==> src/rtl/fifo_uart_pkg.sv <==
// Shared types for the FIFO-fed UART transmitter: state encodings and data width.
package fifo_uart_pkg;

  localparam int UART_DATA_W = 8;
  localparam int BIT_IDX_W   = 3;

  typedef enum logic [2:0] {
    IDLE   = 3'd0,
    FETCH  = 3'd1,
    LOAD   = 3'd2,
    START  = 3'd3,
    DATA   = 3'd4,
    PARITY = 3'd5,
    STOP   = 3'd6
  } uart_state_e;

endpackage

==> src/rtl/baud_tick_gen.sv <==
// Free-running bit-period counter; tick marks the last cycle of each UART bit.
module baud_tick_gen #(
  parameter int CLKS_PER_BIT = 16
) (
  input  logic clk,
  input  logic rst,
  input  logic clear,
  output logic tick
);

  localparam int CNT_W = $clog2(CLKS_PER_BIT);
  localparam logic [CNT_W-1:0] LAST = CNT_W'(CLKS_PER_BIT - 1);

  logic [CNT_W-1:0] cnt_q;
  logic [CNT_W-1:0] cnt_d;

  // Wrapping on tick restarts the count at every bit boundary without help from the FSM.
  always_comb begin
    tick  = (cnt_q == LAST);
    cnt_d = (clear || tick) ? '0 : cnt_q + CNT_W'(1);
  end

  always_ff @(posedge clk) begin
    if (rst) cnt_q <= '0;
    else     cnt_q <= cnt_d;
  end

endmodule

==> src/rtl/fifo_uart_tx.sv <==
// Pops bytes from the FIFO read port and sends each as an 8N1 UART frame.
// Define UART_TX_PARITY_EN to insert an even-parity bit between data bit 7 and stop.
module fifo_uart_tx
  import fifo_uart_pkg::*;
#(
  parameter int CLKS_PER_BIT = 16
) (
  input  logic                   clk,
  input  logic                   rst,
  input  logic                   tx_en,
  input  logic                   fifo_empty,
  input  logic [UART_DATA_W-1:0] fifo_data,
  output logic                   fifo_rd_en,
  output logic                   tx,
  output logic                   busy,
  output logic [15:0]            frame_cnt
);

  uart_state_e            state_q, state_d;
  logic [UART_DATA_W-1:0] shift_q, shift_d;
  logic [BIT_IDX_W-1:0]   bit_idx_q, bit_idx_d;
  logic                   tx_q, tx_d;
  logic                   rd_en_q, rd_en_d;
  logic                   busy_q, busy_d;
  logic [15:0]            frame_cnt_q, frame_cnt_d;
`ifdef UART_TX_PARITY_EN
  logic                   parity_q, parity_d;
`endif

  logic baud_clear;
  logic tick;

  // Hold the counter at zero until the frame starts so START gets a full bit period.
  assign baud_clear = (state_q == IDLE) || (state_q == FETCH) || (state_q == LOAD);

  baud_tick_gen #(.CLKS_PER_BIT(CLKS_PER_BIT)) u_baud (
    .clk   (clk),
    .rst   (rst),
    .clear (baud_clear),
    .tick  (tick)
  );

  always_comb begin
    state_d     = state_q;
    shift_d     = shift_q;
    bit_idx_d   = bit_idx_q;
    frame_cnt_d = frame_cnt_q;
`ifdef UART_TX_PARITY_EN
    parity_d    = parity_q;
`endif
    case (state_q)
      IDLE:  if (tx_en && !fifo_empty) state_d = FETCH;
      FETCH: state_d = LOAD;
      LOAD: begin
        shift_d   = fifo_data;
        bit_idx_d = '0;
`ifdef UART_TX_PARITY_EN
        parity_d  = ^fifo_data;
`endif
        state_d   = START;
      end
      START: if (tick) state_d = DATA;
      DATA: begin
        if (tick) begin
          shift_d = shift_q >> 1;
          if (bit_idx_q == BIT_IDX_W'(UART_DATA_W - 1)) begin
`ifdef UART_TX_PARITY_EN
            state_d = PARITY;
`else
            state_d = STOP;
`endif
          end else begin
            bit_idx_d = bit_idx_q + BIT_IDX_W'(1);
          end
        end
      end
`ifdef UART_TX_PARITY_EN
      PARITY: if (tick) state_d = STOP;
`endif
      STOP: begin
        if (tick) begin
          frame_cnt_d = frame_cnt_q + 16'd1;
          state_d     = (tx_en && !fifo_empty) ? FETCH : IDLE;
        end
      end
      default: state_d = IDLE;
    endcase

    // Outputs are decoded from the next state so they are registered with it.
    rd_en_d = (state_d == FETCH);
    busy_d  = (state_d != IDLE);
    case (state_d)
      START:   tx_d = 1'b0;
      DATA:    tx_d = shift_d[0];
`ifdef UART_TX_PARITY_EN
      PARITY:  tx_d = parity_d;
`endif
      default: tx_d = 1'b1;
    endcase
  end

  always_ff @(posedge clk) begin
    if (rst) begin
      state_q     <= IDLE;
      shift_q     <= '0;
      bit_idx_q   <= '0;
      tx_q        <= 1'b1;
      rd_en_q     <= 1'b0;
      busy_q      <= 1'b0;
      frame_cnt_q <= '0;
`ifdef UART_TX_PARITY_EN
      parity_q    <= 1'b0;
`endif
    end else begin
      state_q     <= state_d;
      shift_q     <= shift_d;
      bit_idx_q   <= bit_idx_d;
      tx_q        <= tx_d;
      rd_en_q     <= rd_en_d;
      busy_q      <= busy_d;
      frame_cnt_q <= frame_cnt_d;
`ifdef UART_TX_PARITY_EN
      parity_q    <= parity_d;
`endif
    end
  end

  assign fifo_rd_en = rd_en_q;
  assign tx         = tx_q;
  assign busy       = busy_q;
  assign frame_cnt  = frame_cnt_q;

endmodule

==> config.mk <==
export PLATFORM = sky130hd
export DESIGN_NAME = fifo_uart_tx
export DESIGN_NICKNAME = d
export VERILOG_FILES = /design/src/rtl/fifo_uart_pkg.sv /design/src/rtl/baud_tick_gen.sv /design/src/rtl/fifo_uart_tx.sv
export SDC_FILE = /design/constraint.sdc
export NUM_CORES = 1
export LEC_CHECK = 0
export ABC_AREA = 1
export CAP_MARGIN = 25
export CORE_ASPECT_RATIO = 1.5
export CORE_MARGIN = 2
export CORE_UTILIZATION = 52
export CTS_CLUSTER_SIZE = 14
export DETAILED_ROUTE_END_ITERATION = 16
export PLACE_DENSITY = 0.79
export SYNTH_ARGS = -nofsm -noshare
export SYNTH_HDL_FRONTEND = slang
export SYNTH_SLANG_ARGS = --single-unit
==> constraint.sdc <==
create_clock -name clk -period 2 [get_ports clk]
set_clock_uncertainty 0.15 [all_clocks]
set_input_delay 0.5 -clock clk [delete_from_list [all_inputs] [get_ports clk]]
set_output_delay 0.5 -clock clk [all_outputs]
set_load 0.02 [all_outputs]
### Yosys cells after proc, flatten, opt, wreduce, memory -nomap -nowiden

Cells that the tools add are included.

* logic and storage cells: 49
* bits in registers: 37
* output and inout port bits: 19

* equality and inequality tests: 12
* $add $sub $neg: 3
* multiplexer cells: 13
* reductions and logical operators: 12

Operator list (count)
* 3-bit 2-to-1 mux: 7
* 3-bit case mux with 6 select lines: 1
* 16-bit by 1-bit adder with 16-bit output (second input constant): 1
* 8-bit case mux with 2 select lines: 1
* 3-bit equality test (second input constant): 4
* 3-bit by 2-bit equality test with 1-bit output (second input constant): 3
* 8-bit 2-to-1 mux: 1
* 3-bit by 1-bit equality test with 1-bit output (second input constant): 2
* 3-bit case mux with 2 select lines: 1
* 4-bit by 1-bit adder with 4-bit output (second input constant): 1
* 4-bit equality test (second input constant): 1
* 2-bit inequality test (second input constant): 2
* 2-bit AND reduction: 2
* 3-bit by 1-bit adder with 3-bit output (second input constant): 1
* 3-bit zero test: 1
* 1-bit logical OR: 3
* 3-bit AND reduction: 1
* 3-bit nonzero test: 1
* 1-bit case mux with 2 select lines: 1
* 2-bit nonzero test: 1
* 2-bit OR reduction: 1
* 1-bit logical AND: 1
* 1-bit zero test: 1
* 1-bit 2-to-1 mux: 1

### Depth between registers and ports, before layout

Gate-level depths: netlist of the first run.

* depth in word-level cells: 7
* depth in mapped cells: 9

### Cells and area by module

A second synthesis of the first run with hierarchy kept.

* cells, all modules: 243
* area total of the unflattened synthesis: 1750.4 sq um

Modules (own cells, without submodules)
* fifo_uart_tx: area each 1584.0 sq um, instances 1, cells an instance 224, seq. area each 660.6 sq um
* baud_tick_gen: area each 166.4 sq um, instances 1, cells an instance 19, seq. area each 80.1 sq um

### Worst setup path after synthesis of the first run

No wires, ideal clock.

* path type: register to register
* start point: reg frame_cnt_q[0], in the netlist frame_cnt[0]
* end point: reg frame_cnt_q[12], in the netlist frame_cnt[12]
* setup slack: 0.386 ns
* cell stages (with the launch flop): 9
* setup time: 0.115 ns
* data arrival time: 1.348 ns
* period minus slack after synthesis: 1.614 ns
* buffers on the path: 0
* path through: dfxtp_1 ha_1 nand2_1 nor2_1 nand4_1 nor2_4 nand3_1 nand2_1 nor2_1

* word-level cells in the longest chain between the ends: 1

RTL lines
* start, declared: line fifo_uart_tx.sv:25 `logic [15:0] frame_cnt_q, frame_cnt_d;`
* start signal, assigned: line fifo_uart_tx.sv:121 `frame_cnt_q <= frame_cnt_d;`
* 16-bit by 1-bit adder with 16-bit output: line fifo_uart_tx.sv:82 `frame_cnt_d = frame_cnt_q + 16'd1;`

No other way between the ends.
A chain may end at the register's enable or synchronous reset.

### Worst setup path in the final report of the first run

* start point: reg frame_cnt_q[13], in the netlist frame_cnt[13]
* end point: out frame_cnt[13]

RTL lines
* end, declared: line fifo_uart_tx.sv:16 `output logic [15:0] frame_cnt`

No word-level cell between the ends.

==> results of run 1 <==
layer usage:
layer	up-vias	track usage (%)
met1	723	22.6
met2	33	37.5
met5	-	0
li1	840	-
met4	0	11.4
met3	11	5.36
registers in the layout (all words and copies together) (netlist names):
name / cells
state_q: 3
bit_idx_q: 3
u_baud.cnt_q: 4
frame_cnt: 16
tx: 1
busy: 1
fifo_rd_en: 1
shift_q: 8
per-stage QoR:
| step | instances | hold slack [ns] | total power [mW] | cell area [um2] |
|---|---|---|---|---|
| 2_1_floorplan | 237 | 0.268 | 0.858 | 1750 |
| 3_3_place_gp | 309 | 0.283 | 0.910 | 2120 |
| 3_5_place_dp | 309 | 0.287 | 0.912 | 2120 |
| 4_1_cts | 317 | 0.304 | 1.41 | 2200 |
| 5_1_grt | 317 | 0.341 | 1.45 | 2200 |
| 6_report | 317 | 0.298 | 1.39 | 2200 |
worst min path at each step:
stage                                          start                         end  slack, ns  cells after the start
after detailed placement  u_baud.cnt_q[0]$_SDFF_PP0_  u_baud.cnt_q[0]$_SDFF_PP0_       0.29                      1
after global placement    u_baud.cnt_q[0]$_SDFF_PP0_  u_baud.cnt_q[0]$_SDFF_PP0_       0.28                      1
after CTS                 u_baud.cnt_q[0]$_SDFF_PP0_  u_baud.cnt_q[0]$_SDFF_PP0_       0.30                      1
after global routing         shift_q[6]$_SDFFE_PP0P_     shift_q[6]$_SDFFE_PP0P_       0.34                      2
final                     u_baud.cnt_q[0]$_SDFF_PP0_  u_baud.cnt_q[0]$_SDFF_PP0_       0.30                      1
after floorplan           u_baud.cnt_q[0]$_SDFF_PP0_  u_baud.cnt_q[0]$_SDFF_PP0_       0.27                      1
cell families after synthesis:
family,after synthesis,share of synthesized area (%)
AOI/OAI and AO/OA,43,14.0
xor gates and xnor gates,2,1.00
adders and majority gates,4,2.86
buffers and inverters,32,7.37
DFF,37,42.4
and+or+nand+nor,119,32.4
final cells by class:
type	count	area share [%]
flip-flops and latches	37	33.6
well taps	40	2.27
repair buffers	36	15.8
clock inverters	2	0.454
inverters	28	4.77
clock buffers	6	3.29
multi-input cells	168	39.8
cells in the final DEF (no fill, tap or decap), drive strengths merged:
cell           Yosys  final
a22oi              6      6
xor2               2      2
clkinv             0      2
nor3b              1      1
o21bai             1      1
clkbuf             2      6
a21oi             25     25
nor3               4      4
o21ai              9      9
a31oi              1      1
nand4              4      4
ha                 4      4
dlymetal6s2s       0      2
dfxtp             37     37
dlygate4sd2        0      2
nand3             13     13
inv               28     28
buf                2      6
clkdlybuf4s50      0     26
a211oi             1      1
nor2              43     43
nand2             54     54
repair_timing:
action	CTS	global route
gates resized for setup	2	2
buffers inserted	0	0
setup endpoints to repair	2	2
power by group through the flow:
stage                     combinational [mW]  clock, mW  sequential, mW
final                                  0.127      0.498           0.767
after detailed placement               0.128          0           0.784
after floorplan                       0.0679          0           0.790
after global routing                   0.143      0.541           0.768
after global placement                 0.126          0           0.783
after CTS                              0.129      0.512           0.767
==> results.md, run 1 <==
- Sequential cell area: about 740 um2
- Maximum VDD drop: roughly 680 uV
- Cell taking the most area after synthesis: dfxtp_1
- Family with the most delay on the worst path: buffers and inverters
- Nets: about 290
- Reg2Reg Setup Slack: 0.21 ns
- Metal-1 WL: around 1500 um
- CP max stage cell: clkdlybuf4s50_1
- DIE HEIGHT: roughly 75 um
- CP endpoint kind: output port
- Root buf cell: clkbuf_8
- Reg2reg path depth: 7
- Synth warn: 0
- Switching Fraction: 24.1%
- Max_cap viols: 0
- Minimum clock period: 1.96 ns
- Synth area leaders: dfxtp_1 42%, nand2_1 11%, nor2_1 7.1%
- Worst R2R End: frame_cnt[8]$_SDFFE_PP0P_
- Sink Count: 37
- CTS Buf Count: 5
- Total track usage: 21.0%
- Sequential area share after synthesis: 42.4%
- Multi-input gate area: 878 um2
- Row count: 25
- Post-CTS Hold Buffers: 0
- CP startpoint: frame_cnt[13]$_SDFFE_PP0P_
- Highest clock rate: ~510 MHz
- Final worst path period share: roughly 98%
- Hpwl dp: 2680 um
- Logic pwr share: 9.1%
- Endpoints failing setup: 0
- PortBufs: 30
- Routability cong.: 0.797
- Final Util: 69.1%
- First-pass GRT wire length: 6080 um
- Post-Syn Nets: around 250
- WP depth: 1
- Crit path kind: flop to output port
- Residual DRC count: 0
- Final worst setup slack: ~0.041 ns
- Routed length on met2: 1790 um
- # IOs: 31
- Final TNS setup: 0 ns
- H-tree depth: 2
- Wirelength per Cell: around 11 um
- Average vias per placed instance: ~5.1
- Synth Instances: 237
- Detailed-route via count: 1607
- Initial antenna violation count: 0
- Pre-CTS WS: 0.134 ns
- HP Class: flop to flop
- Worst Path Arrival: ~1.3 ns
- Clock slew at reported path FFs: approximately 0.07 ns
- Count leader, synth: nand2_1
- GRT overflow: 0
- Critical R2R Launch: u_baud.cnt_q[0]$_SDFF_PP0_
- Synth unique cells: 27
- PwrDens: 631 nW/um2
- Met3 routed WL: 131 um
- Lkg Pwr: 0.916 nW
- Most used DFF post-synth: dfxtp_1
- Synthesized cell area: 1750 um2
- Clock share of power: 35.7%
- Number of fill cells: 281
- N_diodes: 0
- Core box area: around 3200 um2
- EDFF count, synth: 0
- Synthesized flop and latch total: 37
- Share of the synthesized area in the top cell type: a little over two fifths
- CTS max path bufs: 2
- Die area: ~3900 um2
- Buf/Inv on CP: 1
- Critical path destination: frame_cnt[13]
- Largest net degree at the start of global routing: 19
- Peak per-stage delay on the critical path: 0.63 ns
- TritonRoute pass-1 iters: 6
- Crit-path cells: clkdlybuf4s50_1
- Worst skew pair latency: 0.29 ns
- Synthesized area per cell: 7.38 um2
- Slew margin rel.: roughly 74%
- Critical Path Source Type: flop
- 1st-iter DRT viols: 32
- Hold Vio Cnt, Final: 0
- Routed wire length: 3550 um
- Psw: 335 uW
- CTS tree: done
- Internal power: 1.06 mW
- Antenna viol nets, final: 0
- Sequential Power Share: 55.1%
- Status: completed
- Starting density of the core: 54.8%
- Highest metal used: met4
- Vias in the first global route: 1504
- Ys async rst share: 0%
- Worst-Margin Slew: 0.385 ns
- Slew Viols, Final: 0
- Post-synth top cells: 51 x nand2_1, 37 x dfxtp_1, 33 x nor2_1
- CP Max Fanout: 5
- Layout area overhead: 26.1%
- Die X: 51.3 um
- Layout cells sized above 1: 12.3%
- Critical Path RT: 1.35 ns
Note: power is estimated with default switching activity, not from simulation.
==> inputs of run 2 (changes only) <==
GPL_ROUTABILITY_DRIVEN = 0   (was unset)
==> results of run 2 <==
No change in the layout: final DEF, timing and power equal those of run 1.
==> inputs of run 3 (changes only) <==
SETUP_SLACK_MARGIN = 0.15   (was unset)
SKIP_CTS_REPAIR_TIMING = 1   (was unset)
==> results.md, run 3 (synthesis results as in run 1) <==
- Row count: 25 (unchanged)
- Wirelength per Cell: 11.8 um (was 11.2 um)
- CTS Buf Count: 5 (unchanged)
- Highest clock rate: 575 MHz (was 511 MHz)
- Largest net degree at the start of global routing: 19 (unchanged)
- Critical path destination: frame_cnt[8]$_SDFFE_PP0P_ (was frame_cnt[13])
- Slew Viols, Final: 0 (unchanged)
- Max_cap viols: 0 (unchanged)
- Reg2Reg Setup Slack: 0.26 ns (was 0.21 ns)
- GRT overflow: 0 (unchanged)
- Hold WS: 0.317 ns (was 0.298 ns)
- Reg2reg path depth: 8 (was 7)
- Root buf cell: clkbuf_8 (unchanged)
- PwrDens: 610 nW/um2 (was 631 nW/um2)
- Unrepaired setup endpoints after global routing: yes
- Final TNS setup: 0 ns (unchanged)
- Status: completed (unchanged)
- Number of fill cells: 262 (was 281)
- Initial antenna violation count: 0 (unchanged)
- Antenna viol nets, final: 0 (unchanged)
- Slew margin rel.: 67.1% (was 74.3%)
- Minimum clock period: 1.74 ns (was 1.96 ns)
- # IOs: 31 (unchanged)
- First-pass GRT wire length: 6080 um (unchanged)
- Hpwl dp: 2680 um (unchanged)
- Worst skew pair latency: 0.28 ns (was 0.29 ns)
- H-tree depth: 2 (unchanged)
- Worst R2R End: frame_cnt[8]$_SDFFE_PP0P_ (unchanged)
- Layout cells sized above 1: 13.4% (was 12.3%)
- Power, Total: 1.39 mW (about the same)
- PortBufs: 30 (unchanged)
- Die area: 3850 um2 (unchanged)
- Maximum VDD drop: 676 uV (was 679 uV)
- Multi-input gate area: 907 um2 (was 878 um2)
- CP Max Fanout: 7 (was 5)
- Post-DP Area: 2120 um2 (unchanged)
- Clock slew at reported path FFs: 0.07 ns (about the same)
- Final worst path period share: 87.0% (was 97.9%)
- Hold Vio Cnt, Final: 0 (unchanged)
- Core box area: 3190 um2 (unchanged)
- Starting density of the core: 54.8% (unchanged)
- Layout area overhead: 30.4% (was 26.1%)
- Sink Count: 37 (unchanged)
- Critical Path Source Type: flop (unchanged)
- Max FFs per register: 16 (unchanged)
- CTS max path bufs: 2 (unchanged)
- Total track usage: 21.0% (unchanged)
- Routed wire length: 3750 um (was 3550 um)
- Most common cell after layout, fill and taps aside: nand2_1 (unchanged)
- TritonRoute pass-1 iters: 6 (unchanged)
- Average vias per placed instance: 5.16 (was 5.07)
- Die X: 51.3 um (unchanged)
- Detailed-route via count: 1635 (was 1607)
- CP endpoint kind: flop (was output port)
- Residual DRC count: 0 (unchanged)
- Lkg Pwr: 1.20 nW (was 0.916 nW)
- Crit path kind: flop to flop (was flop to output port)
- Endpoints failing setup: 0 (unchanged)
- N_diodes: 0 (unchanged)
- Critical Path RT: 2.03 ns (was 1.35 ns)
- Worst-Margin Slew: 0.492 ns (was 0.385 ns)
- Commonest non-fill, non-tap cells in the layout: 51 x nand2_1, 37 x dfxtp_1, 33 x nor2_1, 25 x inv_1, 23 x a21oi_1 (was 51 x nand2_1, 37 x dfxtp_1, 33 x nor2_1, 26 x clkdlybuf4s50_1, 25 x inv_1)
- 1st-iter DRT viols: 32 (unchanged)
- HP Class: flop to flop (unchanged)
- CP startpoint: u_baud.cnt_q[0]$_SDFF_PP0_ (was frame_cnt[13]$_SDFFE_PP0P_)
- Critical R2R Launch: u_baud.cnt_q[0]$_SDFF_PP0_ (unchanged)
- DIE HEIGHT: 75.0 um (unchanged)
- CTS tree: done (unchanged)
- Vias in the first global route: 1504 (unchanged)
- Nets: 292 (unchanged)
- Worst Path Arrival: 1.77 ns (was 1.31 ns)
- Final instance area: 2280 um2 (was 2200 um2)
- Sequential cell area: 741 um2 (unchanged)
[run 3: report_power, final]
part           total (mW)  switching (mW)  internal (mW)  leakage (nW)
logic               0.127          0.0682         0.0590         0.855
registers           0.767          0.0117          0.755         0.299
clock network       0.496           0.255          0.241        0.0450
[run 3: worst min path at each step]
stage / startpoint / to / slack (ns) / depth (start not counted)
2_1_floorplan: u_baud.cnt_q[0]$_SDFF_PP0_ / u_baud.cnt_q[0]$_SDFF_PP0_ / 0.27 / 1
4_1_cts: u_baud.cnt_q[0]$_SDFF_PP0_ / u_baud.cnt_q[0]$_SDFF_PP0_ / 0.30 / 1
6_report: shift_q[6]$_SDFFE_PP0P_ / shift_q[6]$_SDFFE_PP0P_ / 0.32 / 2
5_1_grt: shift_q[6]$_SDFFE_PP0P_ / shift_q[6]$_SDFFE_PP0P_ / 0.34 / 2
3_3_place_gp: u_baud.cnt_q[0]$_SDFF_PP0_ / u_baud.cnt_q[0]$_SDFF_PP0_ / 0.28 / 1
3_5_place_dp: u_baud.cnt_q[0]$_SDFF_PP0_ / u_baud.cnt_q[0]$_SDFF_PP0_ / 0.29 / 1
[run 3: cell type report]
cell class / count / share of cell area (%)
multi-input combinational: 168 / 39.8
clock inverter: 2 / 0.439
sequential: 37 / 32.5
clock buffer: 6 / 3.19
timing repair buffer: 36 / 17.2
tap: 40 / 2.20
inverter: 28 / 4.61
[run 3: critical path, cell delays in order (launching register included)]
cell and delay, ns:
dfxtp_1 0.39, ha_4 0.17, nand3_4 0.13, nor2_4 0.24, inv_2 0.10, nor2_2 0.13
nand2_1 0.10, o21ai_1 0.15, nor2_1 0.06
[run 3: layer usage]
metal	vias up	share of wire [%]	GRT usage, %
li1	842	-	-
met1	747	42	22.6
met2	37	52	37.5
met3	9	3.7	5.36
met4	0	2.5	11.4
met5	-	0	0
[run 3: stage by stage]
| step | std cells | setup WS, ns | util [%] |
|---|---|---|---|
| final | 317 | 0.260 | 71.4 |
| after detailed placement | 309 | 0.134 | 66.4 |
| after floorplan | 237 | 0.386 | - |
| after CTS | 317 | -0.0121 | 69.0 |
| after global placement | 309 | 0.173 | 66.4 |
| after global routing | 317 | 0.140 | 71.4 |
